==> src/rtl/clkdiv_pkg.sv <==
// Shared constants and helpers for the programmable clock divider.
//   CLKDIV_CNT_W       default divisor/counter width
//   CLKDIV_DEFAULT_DIV divisor applied at reset (100 MHz -> 10 kHz)
//   CLKDIV_MIN_DIV     smallest legal divisor; smaller loads are clamped up
//   clamp_div()        raise a divisor to the legal minimum
//   half_high()        high-phase length of a period, ceil(d/2)
package clkdiv_pkg;

    localparam int unsigned CLKDIV_CNT_W       = 24;
    localparam int unsigned CLKDIV_DEFAULT_DIV = 10000;
    localparam int unsigned CLKDIV_MIN_DIV     = 2;

    // Raise a requested divisor to the legal minimum.
    function automatic logic [31:0] clamp_div(input logic [31:0] v, input logic [31:0] min_div);
        return (v < min_div) ? min_div : v;
    endfunction

    // ceil(d/2) written as (d>>1)+d[0] so the all-ones divisor cannot overflow.
    function automatic logic [31:0] half_high(input logic [31:0] d);
        return (d >> 1) + {31'd0, d[0]};
    endfunction

endpackage

==> src/rtl/clock_divider_prog.sv <==
// Runtime-programmable clock divider: ~50% duty divided clock-enable square
// wave plus a one-cycle tick coincident with each rising edge of it.
// A divisor loaded while running is held in a shadow register and applied at
// the next period boundary so no period is ever truncated or stretched.
// Ports:
//   clk          system clock
//   rst_n        synchronous active-low reset
//   en           run enable; low holds the counter primed at div-1
//   div_val      new divisor value (clamped to MIN_DIV)
//   div_load     one-cycle strobe capturing div_val
//   divided_clk  registered square wave, period = active divisor
//   tick         registered one-cycle pulse on each divided_clk rise
//   pending      a loaded divisor is waiting for a period boundary
//   period_cnt   (only with CLKDIV_PERIOD_CNT_EN) free-running count of ticks
// Configuration macro: CLKDIV_PERIOD_CNT_EN adds the period_cnt output.
// CNT_W is limited to 32 bits by the package helpers.
module clock_divider_prog
    import clkdiv_pkg::*;
#(
    parameter int unsigned CNT_W       = CLKDIV_CNT_W,
    parameter int unsigned DEFAULT_DIV = CLKDIV_DEFAULT_DIV,
    parameter int unsigned MIN_DIV     = CLKDIV_MIN_DIV
) (
    input  logic             clk,
    input  logic             rst_n,
    input  logic             en,
    input  logic [CNT_W-1:0] div_val,
    input  logic             div_load,
    output logic             divided_clk,
    output logic             tick,
    output logic             pending
`ifdef CLKDIV_PERIOD_CNT_EN
    ,
    output logic [15:0]      period_cnt
`endif
);

    localparam logic [CNT_W-1:0] ONE     = CNT_W'(1);
    localparam logic [CNT_W-1:0] DEF_DIV = CNT_W'(DEFAULT_DIV);

    logic [CNT_W-1:0] div_q, div_d;
    logic [CNT_W-1:0] cnt_q, cnt_d;
    logic [CNT_W-1:0] pend_q, pend_d;
    logic             pending_q, pending_d;
    logic             clk_q, clk_d;
    logic             tick_q, tick_d;

    logic [CNT_W-1:0] load_val;
    logic [CNT_W-1:0] next_div;
    logic             wrap;

    // Next-state: counter, active/shadow divisor and output levels.
    always_comb begin
        load_val  = CNT_W'(clamp_div(32'(div_val), 32'(MIN_DIV)));
        // Divisor that would take over at a boundary; a fresh load beats the shadow.
        next_div  = div_load ? load_val : (pending_q ? pend_q : div_q);
        wrap      = (cnt_q == div_q - ONE);

        div_d     = div_q;
        cnt_d     = cnt_q;
        pend_d    = pend_q;
        pending_d = pending_q;
        clk_d     = 1'b0;
        tick_d    = 1'b0;

        if (!en) begin
            // Idle: adopt any new divisor now and prime so the next run starts on a tick.
            div_d     = next_div;
            cnt_d     = next_div - ONE;
            pending_d = 1'b0;
        end else begin
            if (wrap) begin
                div_d     = next_div;
                cnt_d     = '0;
                pending_d = 1'b0;
            end else begin
                cnt_d = cnt_q + ONE;
                if (div_load) begin
                    pend_d    = load_val;
                    pending_d = 1'b1;
                end
            end
            clk_d  = (cnt_d < CNT_W'(half_high(32'(div_d))));
            tick_d = (cnt_d == '0);
        end
    end

    // State and output registers.
    always_ff @(posedge clk) begin
        if (!rst_n) begin
            div_q     <= DEF_DIV;
            cnt_q     <= DEF_DIV - ONE;
            pend_q    <= '0;
            pending_q <= 1'b0;
            clk_q     <= 1'b0;
            tick_q    <= 1'b0;
        end else begin
            div_q     <= div_d;
            cnt_q     <= cnt_d;
            pend_q    <= pend_d;
            pending_q <= pending_d;
            clk_q     <= clk_d;
            tick_q    <= tick_d;
        end
    end

    assign divided_clk = clk_q;
    assign tick        = tick_q;
    assign pending     = pending_q;

`ifdef CLKDIV_PERIOD_CNT_EN
    logic [15:0] period_cnt_q;

    // Counts cycles with tick high; wraps naturally, only reset clears it.
    always_ff @(posedge clk) begin
        if (!rst_n) begin
            period_cnt_q <= '0;
        end else if (tick_q) begin
            period_cnt_q <= period_cnt_q + 16'd1;
        end
    end

    assign period_cnt = period_cnt_q;
`endif

endmodule

==> config.mk <==
export PLATFORM = sky130hd
export DESIGN_NAME = clock_divider_prog
export DESIGN_NICKNAME = d
export VERILOG_FILES = /design/src/rtl/clkdiv_pkg.sv /design/src/rtl/clock_divider_prog.sv
export SDC_FILE = /design/constraint.sdc
export NUM_CORES = 1
export LEC_CHECK = 0
export CAP_MARGIN = 5
export CORE_MARGIN = 4
export CORE_UTILIZATION = 30
export CTS_CLUSTER_SIZE = 16
export DETAILED_ROUTE_END_ITERATION = 16
export DONT_BUFFER_PORTS = 1
export PLACE_DENSITY = 0.43
export SLEW_MARGIN = 10
export SYNTH_ARGS = -nofsm -noshare
export SYNTH_HDL_FRONTEND = slang
export SYNTH_SLANG_ARGS = --single-unit
==> constraint.sdc <==
create_clock -name clk -period 8.34 [get_ports clk]
set_input_delay 1.668 -clock clk [delete_from_list [all_inputs] [get_ports clk]]
set_output_delay 1.668 -clock clk [all_outputs]
set_load 0.1 [all_outputs]
# Word-level counts from Yosys, hierarchy flattened
# Cells that the tools add are included.
word_totals:
  reg_bits: 75
  word_cells: 29
  output_inout_bits: 3
classes:
  n_eq_ne: 1
  bitwise_logic: 3
  muxes: 9
  add_sub_neg: 4
  reduce_logical: 4
  order_cmp: 2
op_table:
  columns: ["cell", "count"]
  rows:
  - ["24-bit 2-to-1 mux", 9]
  - ["24-bit by 1-bit subtractor with 24-bit output, second input constant", 2]
  - ["23-bit by 1-bit adder with 24-bit output", 1]
  - ["24-bit by 1-bit adder with 24-bit output, second input constant", 1]
  - ["24-bit == test", 1]
  - ["24-bit zero test", 1]
  - ["24-bit by 2-bit < comparator with 1-bit output, second input constant", 1]
  - ["24-bit < comparator", 1]
  - ["1-bit NOT", 3]
  - ["3-bit AND reduction", 1]
  - ["3-bit OR reduction", 1]
  - ["2-bit AND reduction", 1]

# Logic depth before layout (Yosys ltp)
depth:
  word_depth: 7
  depth_mapped: 32
  ltp_nobuf: 28

# Worst setup path before layout
# Ideal clock, no wire load.
synth_timing:
  path_type: "input port to flip-flop"
  start: "in div_load"
  end: "reg clk_q, in the netlist divided_clk"
  setup_slack_ns: 2.296
  setup_time_ns: 0.074
  cell_stages: 24
  t_arrival_ns: 5.970
  required_time_ns: 8.266
  path_cell_list: "clkbuf_1 > clkbuf_1 > nand2_1 > o21ai_0 > a21boi_0 > nand2_1 > o21ai_1 > ha_1 > nand4_1 > nor4_1 > nand3_1 > or2_2 > nor2_1 > xor2_1 > mux2i_1 > ha_1 > a21o_1 > a21o_1 > a21o_1 > a21o_1 > a21oi_1 > o21ai_0 > a21o_1 > a31oi_1"
synth_via:
  elab_chain_len: 5
synth_lines:
  columns: ["item", "line_no", "rtl"]
  rows:
  - ["start, declared", "clock_divider_prog.sv:28", "input logic div_load,"]
  - ["24-bit 2-to-1 mux", "clock_divider_prog.sv:56", "next_div = div_load ? load_val : (pending_q ? pend_q : div_q);"]
  - ["24-bit 2-to-1 mux", "clock_divider_prog.sv:72", "if (wrap) begin"]
  - ["24-bit 2-to-1 mux", "clock_divider_prog.sv:66", "if (!en) begin"]
  - ["23-bit by 1-bit adder with 24-bit output", "clkdiv_pkg.sv:20", "return (d >> 1) + {31'd0, d[0]};"]
  - ["24-bit < comparator", "clock_divider_prog.sv:83", "clk_d = (cnt_d < CNT_W'(half_high(32'(div_d))));"]
  - ["end signal, assigned", "clock_divider_prog.sv:102", "clk_q <= clk_d;"]
  - ["end, declared", "clock_divider_prog.sv:45", "logic clk_q, clk_d;"]
# No other way between the ends. The select of a mux whose other input is x is not followed.
# A chain may end at the register's enable or synchronous reset.

# Worst setup path after layout
layout_timing:
  start: "reg div_q[2]"
  end: "reg clk_q, in the netlist divided_clk"
layout_via:
  elab_chain_len: 6
  elab_cells_between_ends: 10
layout_lines:
  columns: ["item", "line_no", "rtl"]
  rows:
  - ["start, declared", "clock_divider_prog.sv:41", "logic [CNT_W-1:0] div_q, div_d;"]
  - ["start signal, assigned", "clock_divider_prog.sv:98", "div_q <= div_d;"]
  - ["24-bit by 1-bit subtractor with 24-bit output or 24-bit 2-to-1 mux (tied branches)", "clock_divider_prog.sv:57, clock_divider_prog.sv:56", null]
  - ["24-bit == test or 24-bit 2-to-1 mux (tied branches)", "clock_divider_prog.sv:57, clock_divider_prog.sv:56", null]
  - ["24-bit 2-to-1 mux", "clock_divider_prog.sv:72", null]
  - ["24-bit 2-to-1 mux", "clock_divider_prog.sv:66", null]
  - ["23-bit by 1-bit adder with 24-bit output", "clkdiv_pkg.sv:20", null]
  - ["24-bit < comparator *", "clock_divider_prog.sv:83", null]
# Mark *: on every way between the ends. The rest lies on a longest branch, timed or not. The select of a mux whose other input is x is not followed.

==> results.toml <==
[status]
outcome = "completed"

[synthesis]
synth_common_cells = "nand2_1 (139), dfxtp_1 (75), xnor2_1 (75)"
yosysTopAreaCellShare_pct = 21.3
ys_ff_latch = 75
postSynthCellCount = 930
synth_edf_count = 0
yosys.area.top_type = "dfxtp_1"
syn_avg_cell_area_um2 = 7.57
synth_warnings = 0
syn-cell-area_um2 = 7040
synth_nets = 985
synth_cell_types = 66
synth_ff_type = "dfxtp_1"
synth_most_common_cell = "nand2_1"
synthArstFlopShare_pct = 0
synth_area_leaders = "dfxtp_1 (21%), mux2i_1 (10%), xnor2_1 (9.3%), nand2_1 (7.4%), ha_1 (4.8%)"
yosysSeqAreaShare_pct = 21.3

[cells_and_area]
nets = 930
area_growth_pct = 5.94
drive_gt1_share_pct = 4.32
antenna_cells = 0

[global_route]
grt_max_degree = 100
first_global_vias = 6145
grt-ovfl-total = 0
grt_pass1_wl_um = 36200
antenna_found_initial = 0
track_usage_pct = 17.7

[power]
switchingPower_uw = 397
ir_drop_mv = 0.0794
power_density_nw_per_um2 = 153
pwr-share-comb_pct = 24.9
clkPwrFrac_pct = 37.0
swShare_pct = 34.9
p_seq_share_pct = 38.1
power.leakage_nw = 2.70
cell_internal_pwr_uw = 742

[critical_path]
path_buf_inv = 1
crit_required_ns = 8.63
critPathTopFamily = "simple AND/OR/NAND/NOR gates"
cp_slowest_cell = "nor4_1"
crit_path_max_fanout = 38
path_class = "reg2reg"
crit_top_cell = "a21o_1"
crit_path_end_kind = "flip-flop"
cp.arrival_ns = 7.26
critical-path-max-stage-delay_ns = 0.81
crit_path_start_kind = "flip-flop"

[clock_tree]
worstSkewPairLatency_ns = 0.36
cts_hold_buffers = 0
post_cts_buffers = 0
cts_max_level = 3
clkTransAtPathRegs_ns = 0.07
cts_made_buffers = 9
cts_resized = 0
cts_tree = "yes"
cts_max_path_buffers = 2
cts_sinks = 75
root_buffer = "clkbuf_16"

[drt]
vias = 6164
routed_wl_um = 22600
ant_nets = 0
drt_iter0_drc = 463
post-route-drc-count = 0
wire_per_inst_um = 19.0
viasPerCell = 5.17
firstDrtPassIters = 5

[die]
initial_core_util_pct = 30.8
row_count = 55
io_pins = 31
die_y_um = 161
die_area_um2 = 26000
coreArea_um2 = 22800
die_x_um = 161

[sta]
fin_worst_skew_ns = 0.0128
period_share_pct = 83.7
fin_ws_ns = 1.36
rsz0062_at_grt = "no"
relSlewSlack_pct = 27.0
hold_violations = 0
fin_crit_ns = 6.98
setup_violations = 0
fmax_ghz = 0.143
finalMaxSlewViolations = 0
worst_pin_slew_ns = 1.09
setup_tns_ns = 0

[flow_run]
drv_cap = 0

[place]
numPortBuffers = 0
gp_congestion = 0.842
dp_hpwl_um = 17200
dp_slack_ns = 1.38

[min_path]
hp-class = "reg2reg"
==> final timing paths <==
check        startpoint     endpoint  slack [ns]  cells after the start
max            div_q[2]  divided_clk        1.36                     25
min reg2reg  pend_q[23]   pend_q[23]        0.46                      2
min          pend_q[23]   pend_q[23]        0.46                      2
max reg2reg    div_q[2]  divided_clk        1.36                     25
==> placed cells by master, fill, tap and decap left out, drive strengths merged, types with 5 or more instances in the layout <==
master	netlist	final
mux2i	70	70
nor2	62	62
nand3	30	30
and3	17	17
nor4	24	24
nand2	139	139
o31ai	6	6
nor3	30	30
buf	27	8
or3	7	7
a21o	16	16
clkbuf	47	10
a2bb2oi	7	7
o211ai	7	7
xnor2	75	75
o211a	7	7
o41ai	5	5
nand2b	10	10
o21ai	61	61
o21a	10	10
a21oi	20	20
nand4	26	26
or4	5	5
inv	17	19
dfxtp	75	75
and4	6	6
ha	27	27
a31oi	5	5
xor2	37	37
==> routing by layer <==
layer	vias up	share of wire [%]	track usage (%)
met4	0	2.6	6.51
met1	2813	51	26.4
met2	108	43	26.4
met5	-	0	0
li1	3221	-	-
met3	22	3.5	1.53
==> power by group through the flow <==
| stage | combinational, mW | sequential [mW] | clock (mW) |
|---|---|---|---|
| floorplan | 0.253 | 0.408 | 0 |
| global placement | 0.287 | 0.442 | 0 |
| detailed placement | 0.283 | 0.441 | 0 |
| CTS | 0.285 | 0.433 | 0.429 |
| global route | 0.322 | 0.439 | 0.443 |
| finish | 0.284 | 0.434 | 0.422 |
==> flip-flops by register name, indices dropped and copies added, names as in the netlist <==
register	flops
pend_q	24
pending	1
cnt_q	24
tick	1
divided_clk	1
div_q	24
==> stage by stage <==
step	power (mW)	instances	hold slack, ns	area, um^2	util [%]
floorplan	0.661	930	0.431	7040	-
global placement	0.728	1177	0.444	7150	31.3
detailed placement	0.724	1177	0.448	7150	31.3
CTS	1.15	1193	0.459	7450	32.6
global route	1.20	1193	0.484	7450	32.6
finish	1.14	1193	0.458	7450	32.6
==> worst min-delay path: stages (launching register included) <==
cell and delay, ns:
dfxtp_1 0.31, nand2_1 0.05, mux2i_1 0.05
==> area by class of cell <==
type / instances / area (um^2)
fillers: 2505 / 15400
repair buffers: 8 / 60.1
flip-flops and latches: 75 / 1500
clock inverters: 6 / 72.6
multi-input cells: 763 / 5130
well taps: 313 / 392
clock buffers: 10 / 229
inverters: 18 / 67.6
==> cells by family after synthesis <==
kind of cell / synth area share [%]
buffers and inverters: 5.87
AO/OA/AOI/OAI: 16.6
flip-flops: 21.3
XOR/XNOR: 13.9
AND/OR/NAND/NOR: 26.8
adder cells (fa/ha/maj): 4.80
multiplexers: 10.6
Power figures use the tool's default switching activity.
